File: src/rtl/cmd_dispatch.sv
// -----------------------------------------------------------------------------
// cmd_dispatch
//
// Purpose:
//   UART command dispatcher. A received command byte selects one of NUM_CMD
//   attached handlers. The selected handler is then enabled and given the UART
//   transmitter until it reports completion or goes quiet for TIMEOUT cycles.
//   Unknown command bytes are answered with ERR_BYTE once the transmitter is
//   free.
//
// Ports:
//   clk          system clock, rising edge
//   reset        asynchronous, active-low reset
//   rx_ready     one-cycle receive strobe; rx_data valid while high
//   rx_data      received byte
//   tx_active    UART transmitter busy
//   tx_start     transmit start strobe
//   tx_data      byte to transmit; holds its last value when not driven
//   activate     one-hot handler enable
//   done         per-handler completion flags
//   h_tx_start   per-handler transmit strobes
//   h_tx_data    per-handler transmit bytes, handler i in [8i+7:8i]
//   busy         high whenever the dispatcher is not idle
//   timeout_err  one-cycle pulse when a handler is released by timeout
// -----------------------------------------------------------------------------
module cmd_dispatch #(
    parameter int          NUM_CMD  = 4,
    parameter logic [7:0]  CMD_BASE = 8'h01,
    parameter logic [7:0]  ERR_BYTE = 8'h3F,
    parameter logic [23:0] TIMEOUT  = 24'd10_000_000
) (
    input  logic                   clk,
    input  logic                   reset,
    input  logic                   rx_ready,
    input  logic [7:0]             rx_data,
    input  logic                   tx_active,
    output logic                   tx_start,
    output logic [7:0]             tx_data,
    output logic [NUM_CMD-1:0]     activate,
    input  logic [NUM_CMD-1:0]     done,
    input  logic [NUM_CMD-1:0]     h_tx_start,
    input  logic [8*NUM_CMD-1:0]   h_tx_data,
    output logic                   busy,
    output logic                   timeout_err
);

    localparam logic [2:0] ST_IDLE     = 3'd0;
    localparam logic [2:0] ST_ACTIVE   = 3'd1;
    localparam logic [2:0] ST_RELEASE  = 3'd2;
    localparam logic [2:0] ST_ERR_WAIT = 3'd3;
    localparam logic [2:0] ST_ERR_SEND = 3'd4;

    logic [2:0]         state_q, state_d;
    logic [2:0]         sel_q, sel_d;
    logic [23:0]        cnt_q, cnt_d;
    logic               timeout_err_q, timeout_err_d;
    logic [7:0]         tx_hold_q;

    logic [NUM_CMD-1:0] sel_oh;
    logic               done_sel;
    logic               h_start_sel;
    logic [7:0]         h_data_sel;
    logic               cmd_valid;
    logic               cnt_clear;
    logic               cnt_hit;

    // One-hot view of the latched selection; used both as the enable vector
    // and as the mask for the per-handler inputs.
    genvar gi;
    generate
        for (gi = 0; gi < NUM_CMD; gi++) begin : g_sel_oh
            assign sel_oh[gi] = (sel_q == 3'(gi));
        end
    endgenerate

    assign done_sel    = |(done & sel_oh);
    assign h_start_sel = |(h_tx_start & sel_oh);

    always_comb begin
        h_data_sel = 8'h00;
        for (int i = 0; i < NUM_CMD; i++) begin
            if (sel_oh[i]) begin
                h_data_sel = h_tx_data[8*i +: 8];
            end
        end
    end

    // Range check is done in 9 bits so CMD_BASE+NUM_CMD never wraps past 8'hFF.
    assign cmd_valid = ({1'b0, rx_data} >= {1'b0, CMD_BASE}) &&
                       ({1'b0, rx_data} <  ({1'b0, CMD_BASE} + 9'(NUM_CMD)));

    // Activity from the host or the selected handler restarts the idle count.
    assign cnt_clear = rx_ready | h_start_sel;
    // "Reaches TIMEOUT" means the count would become TIMEOUT on this edge,
    // so a handler stays enabled for exactly TIMEOUT quiet cycles.
    assign cnt_hit   = !cnt_clear && (({1'b0, cnt_q} + 25'd1) >= {1'b0, TIMEOUT});

    always_comb begin
        state_d       = state_q;
        sel_d         = sel_q;
        cnt_d         = cnt_q;
        timeout_err_d = 1'b0;
        case (state_q)
            ST_IDLE: begin
                cnt_d = 24'd0;
                if (rx_ready) begin
                    if (cmd_valid) begin
                        // Offset is below 8, so the low 3 bits suffice.
                        sel_d   = rx_data[2:0] - CMD_BASE[2:0];
                        state_d = ST_ACTIVE;
                    end else begin
                        state_d = ST_ERR_WAIT;
                    end
                end
            end
            ST_ACTIVE: begin
                if (cnt_clear) begin
                    cnt_d = 24'd0;
                end else if (cnt_q < TIMEOUT) begin
                    cnt_d = cnt_q + 24'd1;
                end
                // Completion takes priority over a coincident timeout.
                if (done_sel) begin
                    state_d = ST_RELEASE;
                end else if (cnt_hit) begin
                    state_d       = ST_RELEASE;
                    timeout_err_d = 1'b1;
                end
            end
            ST_RELEASE: begin
                cnt_d = 24'd0;
                if (!done_sel) begin
                    state_d = ST_IDLE;
                end
            end
            ST_ERR_WAIT: begin
                if (!tx_active) begin
                    state_d = ST_ERR_SEND;
                end
            end
            ST_ERR_SEND: begin
                state_d = ST_IDLE;
            end
            default: begin
                state_d = ST_IDLE;
            end
        endcase
    end

    // Outputs decode straight from the state register so reset drops
    // activate without waiting for a clock edge.
    always_comb begin
        activate = '0;
        tx_start = 1'b0;
        tx_data  = tx_hold_q;
        case (state_q)
            ST_ACTIVE: begin
                activate = sel_oh;
                tx_start = h_start_sel;
                tx_data  = h_data_sel;
            end
            ST_ERR_SEND: begin
                tx_start = 1'b1;
                tx_data  = ERR_BYTE;
            end
            default: begin
            end
        endcase
    end

    always_ff @(posedge clk or negedge reset) begin
        if (!reset) begin
            state_q       <= ST_IDLE;
            sel_q         <= 3'd0;
            cnt_q         <= 24'd0;
            timeout_err_q <= 1'b0;
            tx_hold_q     <= 8'h00;
        end else begin
            state_q       <= state_d;
            sel_q         <= sel_d;
            cnt_q         <= cnt_d;
            timeout_err_q <= timeout_err_d;
            tx_hold_q     <= tx_data;
        end
    end

    assign busy        = (state_q != ST_IDLE);
    assign timeout_err = timeout_err_q;

endmodule

File: config.mk
export PLATFORM = sky130hd
export DESIGN_NAME = cmd_dispatch
export DESIGN_NICKNAME = d
export VERILOG_FILES = /design/src/rtl/cmd_dispatch.sv
export SDC_FILE = /design/constraint.sdc
export NUM_CORES = 1
export LEC_CHECK = 0
export CAP_MARGIN = 20
export CORE_MARGIN = 2
export CORE_UTILIZATION = 46
export DETAILED_ROUTE_END_ITERATION = 8
export HOLD_SLACK_MARGIN = 0.08
export PLACE_DENSITY = 0.77
export SETUP_SLACK_MARGIN = 0.1
export SLEW_MARGIN = 0
export SYNTH_ARGS = -nofsm -noshare
export SYNTH_HDL_FRONTEND = slang
export SYNTH_SLANG_ARGS = --single-unit
File: constraint.sdc
create_clock -name clk -period 2.1 [get_ports clk]
set_input_delay 0.42 -clock clk [delete_from_list [all_inputs] [get_ports clk]]
set_output_delay 0.42 -clock clk [all_outputs]
set_load 0.02 [all_outputs]
**Yosys cells after proc, flatten, opt, wreduce, memory -nomap -nowiden**

Index checks and enable logic that the tools add are counted.

- Bits in registers: 39
- Input bits: 52
- Output and inout port bits: 15
- Logic and storage cells: 60

- Add/subtract/negate cells: 3
- Magnitude comparators: 4
- Equality and inequality tests: 12
- Multiplexer cells: 20
- Bitwise logic cells: 3
- Reduce and logical (&&, ||, !) cells: 13

Operators by type and width:

| kind | number |
|---|---|
| two-way mux 24 bit | 2 |
| case mux 24 bit (2 select lines) | 1 |
| two-way mux 8 bit | 4 |
| adder 24 x 1 -> 25 bit (second input constant) | 1 |
| >= comparator 25 x 24 -> 1 bit (second input constant) | 1 |
| adder 24 x 1 -> 24 bit (second input constant) | 1 |
| less-than comparator 24 bit (second input constant) | 1 |
| case mux 8 bit (2 select lines) | 1 |
| two-way mux 3 bit | 5 |
| == test 3 x 2 -> 1 bit (second input constant) | 4 |
| case mux 3 bit (4 select lines) | 1 |
| bitwise AND 4 bit | 2 |
| >= comparator 8 x 1 -> 1 bit (second input constant) | 1 |
| less-than comparator 8 x 3 -> 1 bit (second input constant) | 1 |
| OR reduction 4 bit | 2 |
| == test 3 x 1 -> 1 bit (second input constant) | 2 |
| logical NOT 3 bit | 2 |
| != test 2 bit (second input constant) | 3 |
| != test 3 bit (second input constant) | 2 |
| two-way mux 4 bit | 1 |
| AND reduction 4 bit | 1 |
| == test 3 bit (second input constant) | 1 |
| two-way mux 1 bit | 3 |
| AND reduction 3 bit | 1 |
| 10 further kinds | 11 |

**Longest topological paths before layout**

Gate-level depths: netlist of run 1.

- Depth in word-level cells: 9
- Mapped depth: 10

**Least setup slack after synthesis of run 1**

Ideal clock, no wire load.

- Path kind: reg-to-reg
- Start point: register cnt_q[0]
- End point: register state_q[1]
- Library setup time: 0.076 ns
- Data arrival time: 2.190 ns
- Required time: 2.024 ns
- Setup slack: -0.167 ns
- Cell stages (with the launch flop): 10
- Clock period less this slack: 2.267 ns
- Cell sequence: dfrtp_1 > ha_1 > and3_1 > buf_2 > nand4_2 > nor4_1 > a21oi_1 > a31o_1 > or4_1 > o21ai_1

- Longest elaborated chain between the ends: 5

Ends and longest elaborated chain:

| item | line | text |
|---|---|---|
| from (decl) | 55 | `logic [23:0] cnt_q, cnt_d;` |
| from (signal assigned) | 181 | `cnt_q <= cnt_d;` |
| adder 24 x 1 -> 25 bit | 96 | `assign cnt_hit = !cnt_clear && (({1'b0, cnt_q} + 25'd1) >= {1'b0, TIMEOUT});` |
| >= comparator 25 x 24 -> 1 bit | 96 |  |
| logical AND 1 bit | 96 |  |
| != test 3 bit (no source line) | -- |  |
| AND reduction 4 bit (no source line) | -- |  |
| to (signal assigned) | 179 | `state_q <= state_d;` |
| to (decl) | 53 | `logic [2:0] state_q, state_d;` |

No other way between the ends.
A chain may end at the register's enable or synchronous reset.

**Final worst setup path of run 1**

- Start point: register sel_q[0]
- End point: output port tx_data[4]

- Longest elaborated chain between the ends: 6
- Elaborated cells on any way between the ends: 9

Ends and longest elaborated chain:

| item | line | text |
|---|---|---|
| from (decl) | 54 | `logic [2:0] sel_q, sel_d;` |
| from (signal assigned) | 180 | `sel_q <= sel_d;` |
| logical NOT 3 bit | 72 | `assign sel_oh[gi] = (sel_q == 3'(gi));` |
| two-way mux 8 bit (3 in series) | 82 | `if (sel_oh[i]) begin` |
| two-way mux 8 bit * | 82 |  |
| case mux 8 bit (2 select lines) * | 156 | `case (state_q)` |
| to (decl) | 38 | `output logic [7:0] tx_data,` |

Mark *: on every way between the ends. The rest lies on a longest branch, timed or not.

==> impl_metrics.tcl, run 1 <==
set metrics [dict create \
    synth_area_um2 2940 \
    share_of_layout_cells_above_drive_strength_1_pct 45.2 \
    ys_seq_elements 39 \
    gpl.final_weighted_congestion 0.912 \
    worst_setup_hold_path_clk_slew_ns 0.07 \
    die_width_um 84.0 \
    postPlaceCellArea_um2 4220 \
    initialDrtViolationCount 315 \
    critical_path_peak_fanout 5 \
    drt-pass1-iter-count 5 \
    crit_arrival_ns 1.94 \
    setup_repair_after_global_routing_missed_its_margin "true" \
    design_power_total_mw 4.26 \
    synth_fp_nets 387 \
    cts_buffer_depth 2 \
    cts_buffers 5 \
    first_global_vias 3465 \
    violations_in_the_final_reports "negative setup slack" \
    wl_um 12200 \
    ios 67 \
    ys.warnings.count 0 \
    setup_viol 37 \
    netlist-cell-type-count 57 \
    clk_root_buffer_cell "sky130_fd_sc_hd__clkbuf_8" \
    p_sw_share_pct 42.0 \
    power.net_switching_mw 1.79 \
    hpwl_um 7280 \
    dieArea_um2 7050 \
    synthTopCellsByArea "sky130_fd_sc_hd__dfrtp_1 (33%), sky130_fd_sc_hd__mux4_2 (7.7%), sky130_fd_sc_hd__o211ai_1 (4.1%)" \
    timing_max_transition_violations_final 0 \
    gr-total-overflow 0 \
    synth_largest_type_area_fraction_pct 33.2 \
    period_utilisation_layout_pct 112 \
    synth_sequential_area_ratio_pct 33.2 \
    drcViolationCount 0 \
    pwr-share-seq_pct 22.8 \
    grt_antenna_before_repair 0 \
    peakVddDrop_v 0.00111 \
    fmax_ghz 0.424 \
    layout.cells.most_common "sky130_fd_sc_hd__buf_4" \
    portbufs 66 \
    synth-edff-count 0 \
    time_the_final_worst_path_needs_with_i_o_delays_and_setup_ns 2.36 \
    cap_violations 0 \
    route.detailed.wl_per_inst_um 22.1 \
    relSlewSlack_pct 68.8 \
    drtAntennaViolNets 0 \
    startpoint_type "flip-flop" \
    clk_lat_worst_skew_ns 0.31 \
    ctsHtreeMaxLevel 2 \
    timing.final.hold_violations 0 \
    clock_tree_from_tritoncts "built" \
    status "finished, violations left" \
    grt_start_max_net_pins 22 \
    worst_hold_slack_ns 0.412 \
    finalInstanceArea_um2 4970 \
    post_synth_inst_count 332 \
    grt_use_total_pct 30.5 \
    timing.critical_path.required_ns 1.68 \
    final_critical_path_setup_slack_ns -0.256 \
    synthesis.area_per_instance_um2 8.86 \
    first_pass_grt_wire_length_um 17200 \
    worst_slew_pin_slew_ns 0.468 \
    antenna_cells_inserted 0 \
    cts.sink_count 39 \
    yosys.area.top_type "sky130_fd_sc_hd__dfrtp_1" \
    floorplan.initialDensity_pct 46.9 \
    async_reset_ff_share_pct 100 \
    min_path_type "input pin to flip-flop" \
    num_vias 3608 \
    final_nets 530 \
    placementRows 29 \
    layout.cells.most_common_list "sky130_fd_sc_hd__buf_4 (84), sky130_fd_sc_hd__clkdlybuf4s50_1 (46), sky130_fd_sc_hd__dfrtp_1 (36)" \
    comb_power_share_pct 63.5 \
    leakage_nw 2.11 \
    cellInternalPower_mw 2.47 \
    core_region_area_um2 6280 \
    die_height_um 84.0 \
    clock_skew_ns 0.0137 \
    route.detailed.vias_per_inst 6.52 \
    clkPwrFrac_pct 13.7 \
    timing.setup.critical_path_class "flip-flop to primary output" \
    powerDensity_nw_per_um2 857 \
    syn2layout_area_growth_pct 68.9 \
    postSynth.topFlopCell "sky130_fd_sc_hd__dfrtp_1" \
    setup.worst_path.end_class "primary output" \
]
worst max-delay path: stages (launching register included):
cell and delay (ns):
sky130_fd_sc_hd__dfrtp_2 0.43, sky130_fd_sc_hd__buf_12 0.14, sky130_fd_sc_hd__mux4_2 0.50, sky130_fd_sc_hd__nor2b_4 0.14, sky130_fd_sc_hd__o22ai_2 0.16, sky130_fd_sc_hd__a21oi_2 0.12
sky130_fd_sc_hd__buf_6 0.14
registers in the layout (all words and copies together) (netlist names):
name / count
timeout_err: 1
sel_q: 3
tx_hold_q: 8
cnt_q: 24
state_q: 3
metrics by stage:
step           setup slack [ns]  utilization (%)  instances  setup TNS, ns
2_1_floorplan           -0.0274                -        332         -0.137
3_3_place_gp             -0.637             67.3        526         -16.19
3_5_place_dp             -0.651             67.3        526         -17.51
4_1_cts                  -0.208             73.5        546          -3.39
5_1_grt                  -0.308             79.2        553          -7.52
6_report                 -0.256             79.2        553          -5.18
power groups by stage:
stage	clock network (mW)	registers, mW	logic, mW
5_1_grt	0.619	0.979	2.81
3_3_place_gp	0	0.948	1.92
6_report	0.581	0.971	2.71
3_5_place_dp	0	0.957	1.98
2_1_floorplan	0	0.934	1.12
4_1_cts	0.570	0.943	2.23
repair_timing:
action	in CTS	in global routing
gates resized for setup	122	59
buffers inserted	11	6
endpoints found under the setup margin	44	43
hold buffers	1	0
hold endpoints to repair	9	0
pin swaps	25	44
cloned	0	1
worst paths after layout:
kind / from / endpoint / slack (ns) / cells after the start
max in group asynchronous: reset / cnt_q[7] / 1.01 / 3
hold / removal: rx_data[0] / sel_q[0] / 0.41 / 2
setup / recovery: sel_q[0] / tx_data[4] / -0.26 / 6
setup reg to reg: cnt_q[12] / state_q[0] / -0.22 / 9
min in group asynchronous: reset / tx_hold_q[6] / 0.61 / 2
hold reg to reg: tx_hold_q[6] / tx_hold_q[6] / 0.54 / 1
kinds of logic after synthesis:
group / count (synthesis) / synth area share, %
xor+xnor: 7 / 2.08
simple gates: 140 / 26.4
mux: 13 / 8.76
flops: 39 / 33.2
buf+inv: 36 / 5.87
compound gates: 94 / 22.5
fa+ha+maj: 3 / 1.28
layout make-up:
| cell class | count | area, um^2 |
|---|---|---|
| clock buffer | 8 | 100 |
| sequential | 39 | 980 |
| fill | 345 | 1310 |
| inverter | 10 | 37.5 |
| timing repair buffer | 162 | 1480 |
| multi-input combinational | 257 | 2270 |
| tap | 77 | 96.3 |
per-layer routing:
metal  global-route usage [%]  part of all wire (%)  vias to the layer above
met2                     51.2                    50                      240
li1                         -                     -                     1535
met4                     13.6                   4.8                        0
met1                     37.7                    37                     1768
met3                     6.53                   8.2                       65
met5                        0                     0                        -
synthesized netlist by cell type, types with 10 or more instances:
library cell / count
sky130_fd_sc_hd__o31ai_1: 11
sky130_fd_sc_hd__mux4_2: 10
sky130_fd_sc_hd__dfrtp_1: 39
sky130_fd_sc_hd__nand3_1: 17
sky130_fd_sc_hd__inv_1: 10
sky130_fd_sc_hd__nor2_1: 26
sky130_fd_sc_hd__nand2_1: 28
sky130_fd_sc_hd__a21oi_1: 16
sky130_fd_sc_hd__o211ai_1: 16
No activity file was read; power rests on OpenSTA's default activity.
==> inputs of run 2 (changes only) <==
- CORE_MARGIN: 2 -> 4
==> impl_metrics.tcl, run 2 (synthesized netlist as in run 1, its figures left out) <==
set metrics [dict create \
    status "finished, violations left" \
    violations_in_the_final_reports "negative setup slack" \
    ios 67 \
    critical_path_peak_fanout 6 \
    grt_use_total_pct 29.0 \
    antenna_cells_inserted 0 \
    powerDensity_nw_per_um2 834 \
    timing.critical_path.from "cnt_q[7]" \
    cpPeakStageDelay_ns 0.44 \
    grt_start_max_net_pins 40 \
    critical_path.top_delay_family "simple AND/OR/NAND/NOR gates" \
    die_width_um 88.0 \
    cts_buffers 5 \
    worst_setup_hold_path_clk_slew_ns 0.09 \
    clk_root_buffer_cell "sky130_fd_sc_hd__clkbuf_8" \
    route.detailed.wl_per_inst_um 25.4 \
    drtAntennaViolNets 0 \
    placementRows 28 \
    first_global_vias 3418 \
    time_the_final_worst_path_needs_with_i_o_delays_and_setup_ns 2.40 \
    clock_tree_from_tritoncts "built" \
    setup_repair_after_global_routing_missed_its_margin "true" \
    timing.setup.critical_path_class "flip-flop to flip-flop" \
    worstReg2RegStart "cnt_q[7]" \
    critical-path-slowest-cell "sky130_fd_sc_hd__dfrtp_1" \
    wl_um 13900 \
    setup_viol 36 \
    fillers 292 \
    path_buf_inv 2 \
    min_path_type "input pin to asynchronous set/reset pin" \
    largest_register "cnt_q" \
    clock_skew_ns 0.0103 \
    gr-total-overflow 0 \
    relSlewSlack_pct 65.8 \
    worstReg2RegEnd "cnt_q[22]" \
    regToRegSetupSlack_ns -0.30 \
    largest_register_ffs 24 \
    hpwl_um 7290 \
    drcViolationCount 0 \
    clk_lat_worst_skew_ns 0.31 \
    setup.worst_path.end_class "flip-flop" \
    ctsHtreeMaxLevel 2 \
    timing_max_transition_violations_final 0 \
    cap_violations 0 \
    peakVddDrop_v 0.00120 \
    largest_registers "cnt_q (24), tx_hold_q (8)" \
    route.detailed.vias_per_inst 6.85 \
    timing.critical_path.required_ns 2.28 \
    final_nets 529 \
    floorplan.initialDensity_pct 48.5 \
    place_ws_ns -0.670 \
    grt_antenna_before_repair 0 \
    initialDrtViolationCount 390 \
    total_negative_slack_for_setup_checks_ns -6.14 \
    period_utilisation_layout_pct 114 \
    first_pass_grt_wire_length_um 17300 \
    layout.cells.most_common_list "sky130_fd_sc_hd__buf_4 (84), sky130_fd_sc_hd__clkdlybuf4s50_1 (49), sky130_fd_sc_hd__dfrtp_1 (36)" \
    die_height_um 88.0 \
    core_region_area_um2 6060 \
    worstRegToRegCells 8 \
    cts_buffer_depth 2 \
    portbufs 66 \
    crit_arrival_ns 2.57 \
    leakage_nw 2.13 \
    crit_cells 8 \
    fmax_ghz 0.417 \
    gpl.final_weighted_congestion 0.890 \
    worst_slew_pin_slew_ns 0.513 \
    cp_cell_sequence "buf_4 -> nand4_1 -> nor4_4 -> buf_4 -> nand4_1 -> and2_1 -> o211ai_1 -> o41ai_4" \
    dieArea_um2 7740 \
    startpoint_type "flip-flop" \
    drt-pass1-iter-count 5 \
    cts.sink_count 39 \
    layout.cells.most_common "sky130_fd_sc_hd__buf_4" \
    timing.final.hold_violations 0 \
    final_critical_path_setup_slack_ns -0.297 \
    num_vias 3765 \
    share_of_layout_cells_above_drive_strength_1_pct 48.0 \
    syn2layout_area_growth_pct 73.7 \
]
## run 2: cell types whose count changed in the layout (fill, tap and decap cells not counted), sizes merged
cell / change
clkbuf: -3
dlygate4sd3: -1
clkdlybuf4s15: -1
dlymetal6s2s: -1
dlygate4sd2: -2
buf: +1
clkdlybuf4s50: +3
clkinv: +3
## run 2: worst register-to-register path, cell delays in order (launching register included)
cell and delay [ns]:
sky130_fd_sc_hd__dfrtp_1 0.44, sky130_fd_sc_hd__buf_4 0.19, sky130_fd_sc_hd__nand4_1 0.19, sky130_fd_sc_hd__nor4_4 0.36, sky130_fd_sc_hd__buf_4 0.21, sky130_fd_sc_hd__nand4_1 0.16
sky130_fd_sc_hd__and2_1 0.23, sky130_fd_sc_hd__o211ai_1 0.34, sky130_fd_sc_hd__o41ai_4 0.15
## run 2: repair_timing
action                                  in CTS  in global routing
cloned                                       3                  0
hold buffers                                 0                  0
hold endpoints to repair                     0                  0
endpoints found under the setup margin      41                 43
buffers inserted                             8                  9
gates resized for setup                    139                 77
pin swaps                                   35                 29
## run 2: through the flow
step | cells | power, mW | hold WS [ns] | instance area [um^2] | util [%]
detailed placement | 522 | 2.90 | 0.511 | 4210 | 69.4
finish | 550 | 4.26 | 0.152 | 5110 | 84.3
CTS | 541 | 3.75 | 0.188 | 4650 | 76.8
global route | 550 | 4.38 | 0.192 | 5110 | 84.3
floorplan | 332 | 2.05 | 0.124 | 3020 | -
global placement | 522 | 2.84 | 0.484 | 4210 | 69.4
## run 2: how the worst max path moves through the flow
| stage | to | slack, ns |
|---|---|---|
| 5_1_grt | tx_data[5] | -0.32 |
| 2_1_floorplan | state_q[1] | -0.03 |
| 6_report | cnt_q[22] | -0.30 |
| 3_3_place_gp | tx_data[6] | -0.66 |
| 3_5_place_dp | tx_data[6] | -0.67 |
| 4_1_cts | tx_data[4] | -0.23 |
## run 2: final cells by class
type | count | area [um^2] | share of cell area (%)
clock buffers | 5 | 68.8 | 1.35
flip-flops and latches | 39 | 980 | 19.2
repair buffers | 161 | 1470 | 28.8
clock inverters | 3 | 15.0 | 0.294
well taps | 75 | 93.8 | 1.84
inverters | 10 | 37.5 | 0.735
multi-input cells | 257 | 2440 | 47.8
## run 2: layer usage
| layer | wire, um | vias to the layer above | part of all wire [%] | GRT usage, % |
|---|---|---|---|---|
| met5 | 0 | - | 0 | 0 |
| li1 | - | 1537 | - | - |
| met2 | 6830 | 327 | 49 | 50.3 |
| met3 | 1230 | 108 | 8.8 | 5.55 |
| met1 | 5000 | 1793 | 36 | 36.5 |
| met4 | 885 | 0 | 6.3 | 8.93 |
## run 2: power breakdown
| part | internal [mW] | switching (mW) | leakage (nW) |
|---|---|---|---|
| sequential | 0.871 | 0.0977 | 0.521 |
| clock | 0.228 | 0.301 | 0.0477 |
| combinational | 1.24 | 1.52 | 1.56 |
==> inputs of run 3 (changes only) <==
- CORE_UTILIZATION: 46 -> 42
- PLACE_DENSITY: 0.77 -> 0.71
==> impl_metrics.tcl, run 3 (synthesized netlist as in run 1, its figures left out) <==
set metrics [dict create \
    status "finished, violations left" \
    violations_in_the_final_reports "negative setup slack" \
    clock_tree_from_tritoncts "built" \
    path_buf_inv 2 \
    cts_buffers 5 \
    largest_registers "cnt_q (24), tx_hold_q (8)" \
    fmax_ghz 0.422 \
    worst_setup_hold_path_clk_slew_ns 0.08 \
    setup.worst_path.end_class "primary output" \
    peakVddDrop_v 0.000573 \
    share_of_layout_cells_above_drive_strength_1_pct 46.0 \
    setup_viol 37 \
    dieArea_um2 8410 \
    time_the_final_worst_path_needs_with_i_o_delays_and_setup_ns 2.37 \
    timing.setup.critical_path_class "flip-flop to primary output" \
    min_path_type "input pin to asynchronous set/reset pin" \
    floorplan.initialDensity_pct 43.3 \
    gr-total-overflow 0 \
    setup_repair_after_global_routing_missed_its_margin "true" \
    ios 67 \
    postPlaceCellArea_um2 4200 \
    layout.cells.most_common_list "sky130_fd_sc_hd__buf_4 (80), sky130_fd_sc_hd__clkdlybuf4s50_1 (48), sky130_fd_sc_hd__dfrtp_1 (37)" \
    hpwl_um 7080 \
    layout.cells.most_common "sky130_fd_sc_hd__buf_4" \
    grt_start_max_net_pins 21 \
    period_utilisation_layout_pct 113 \
    first_pass_grt_wire_length_um 17100 \
    cap_violations 0 \
    dp_cells 537 \
    timing.final.hold_violations 0 \
    leakage_nw 2.19 \
    num_vias 3408 \
    ctsHtreeMaxLevel 2 \
    startpoint_type "flip-flop" \
    final_critical_path_setup_slack_ns -0.267 \
    largest_register "cnt_q" \
    drcViolationCount 0 \
    die_height_um 91.7 \
    timing_max_transition_violations_final 0 \
    route.detailed.wl_per_inst_um 19.9 \
    grt_use_total_pct 25.4 \
    relSlewSlack_pct 66.9 \
    gpl.final_weighted_congestion 0.917 \
    largest_register_ffs 24 \
    placementRows 30 \
    grt_antenna_before_repair 0 \
    clock_skew_ns 0.00636 \
    syn2layout_area_growth_pct 73.9 \
    postCtsHoldBufs 0 \
    antenna_cells_inserted 0 \
    portbufs 66 \
    drtAntennaViolNets 0 \
    final_nets 532 \
    worstReg2RegStart "sel_q[0]" \
    clk_root_buffer_cell "sky130_fd_sc_hd__clkbuf_8" \
    core_region_area_um2 6790 \
    timing.critical_path.required_ns 1.68 \
    cp_cell_sequence "buf_12 -> mux4_2 -> nor2b_1 -> o22ai_1 -> a21oi_2 -> buf_6" \
    initialDrtViolationCount 317 \
    crit_arrival_ns 1.95 \
    die_width_um 91.7 \
    cts.sink_count 39 \
    timing.critical_path.from "sel_q[0]" \
    worst_slew_pin_slew_ns 0.497 \
    cts_buffer_depth 2 \
    drt-pass1-iter-count 5 \
    critical_path_peak_fanout 5 \
    critical_path.top_delay_family "multiplexers" \
    powerDensity_nw_per_um2 875 \
    clk_lat_worst_skew_ns 0.30 \
    first_global_vias 3417 \
    route.detailed.vias_per_inst 5.94 \
    critical-path-slowest-cell "sky130_fd_sc_hd__mux4_2" \
    wl_um 11400 \
    cpPeakStageDelay_ns 0.49 \
    finalInstanceArea_um2 5120 \
    layout.cells.non_filler 574 \
]
## run 3: metrics by stage
stage          TNS, ns  hold slack [ns]  util, %  power (mW)  setup WS [ns]
6_report         -5.39           0.0788     75.3        4.48         -0.267
5_1_grt          -7.84           0.0990     75.3        4.65         -0.295
4_1_cts          -3.78           0.0839     70.8        4.08         -0.220
3_5_place_dp    -13.57            0.406     61.8        2.92         -0.688
3_3_place_gp    -12.32            0.405     61.8        2.86         -0.639
2_1_floorplan   -0.137            0.124        -        2.05        -0.0274
## run 3: worst paths after layout
kind / endpoint / slack (ns) / cells past startpoint
max: tx_data[3] / -0.27 / 6
min: cnt_q[3] / 0.08 / 1
max reg2reg: tx_hold_q[2] / -0.22 / 12
min reg2reg: tx_hold_q[6] / 0.53 / 1
max in group asynchronous: timeout_err / 1.54 / 2
min in group clk: sel_q[0] / 0.39 / 2
## run 3: report_power, final
group | internal, mW | total [mW] | switching [mW]
logic | 1.45 | 2.94 | 1.48
registers | 0.871 | 0.957 | 0.0862
clock network | 0.300 | 0.581 | 0.281
total | 2.63 | 4.48 | 1.85
## run 3: final cells by class
| class | instances | area, um^2 |
|---|---|---|
| multi-input combinational | 257 | 2340 |
| sequential | 39 | 978 |
| tap | 96 | 120 |
| clock buffer | 8 | 100 |
| timing repair buffer | 164 | 1540 |
| inverter | 10 | 37.5 |
| fill | 417 | 1680 |
## run 3: per-layer routing
layer	GRT usage, %	routed length, um	vias to the layer above
li1	-	-	1543
met1	31.1	4390	1686
met2	43.3	5930	147
met3	5.00	740	32
met4	11.1	350	0
met5	0	0	-
## run 3: timing repair
item,in CTS,in global routing
pin swaps,37,12
endpoints found under the setup margin,43,42
resized for setup,143,54
buffers inserted,23,4
gates cloned,2,0
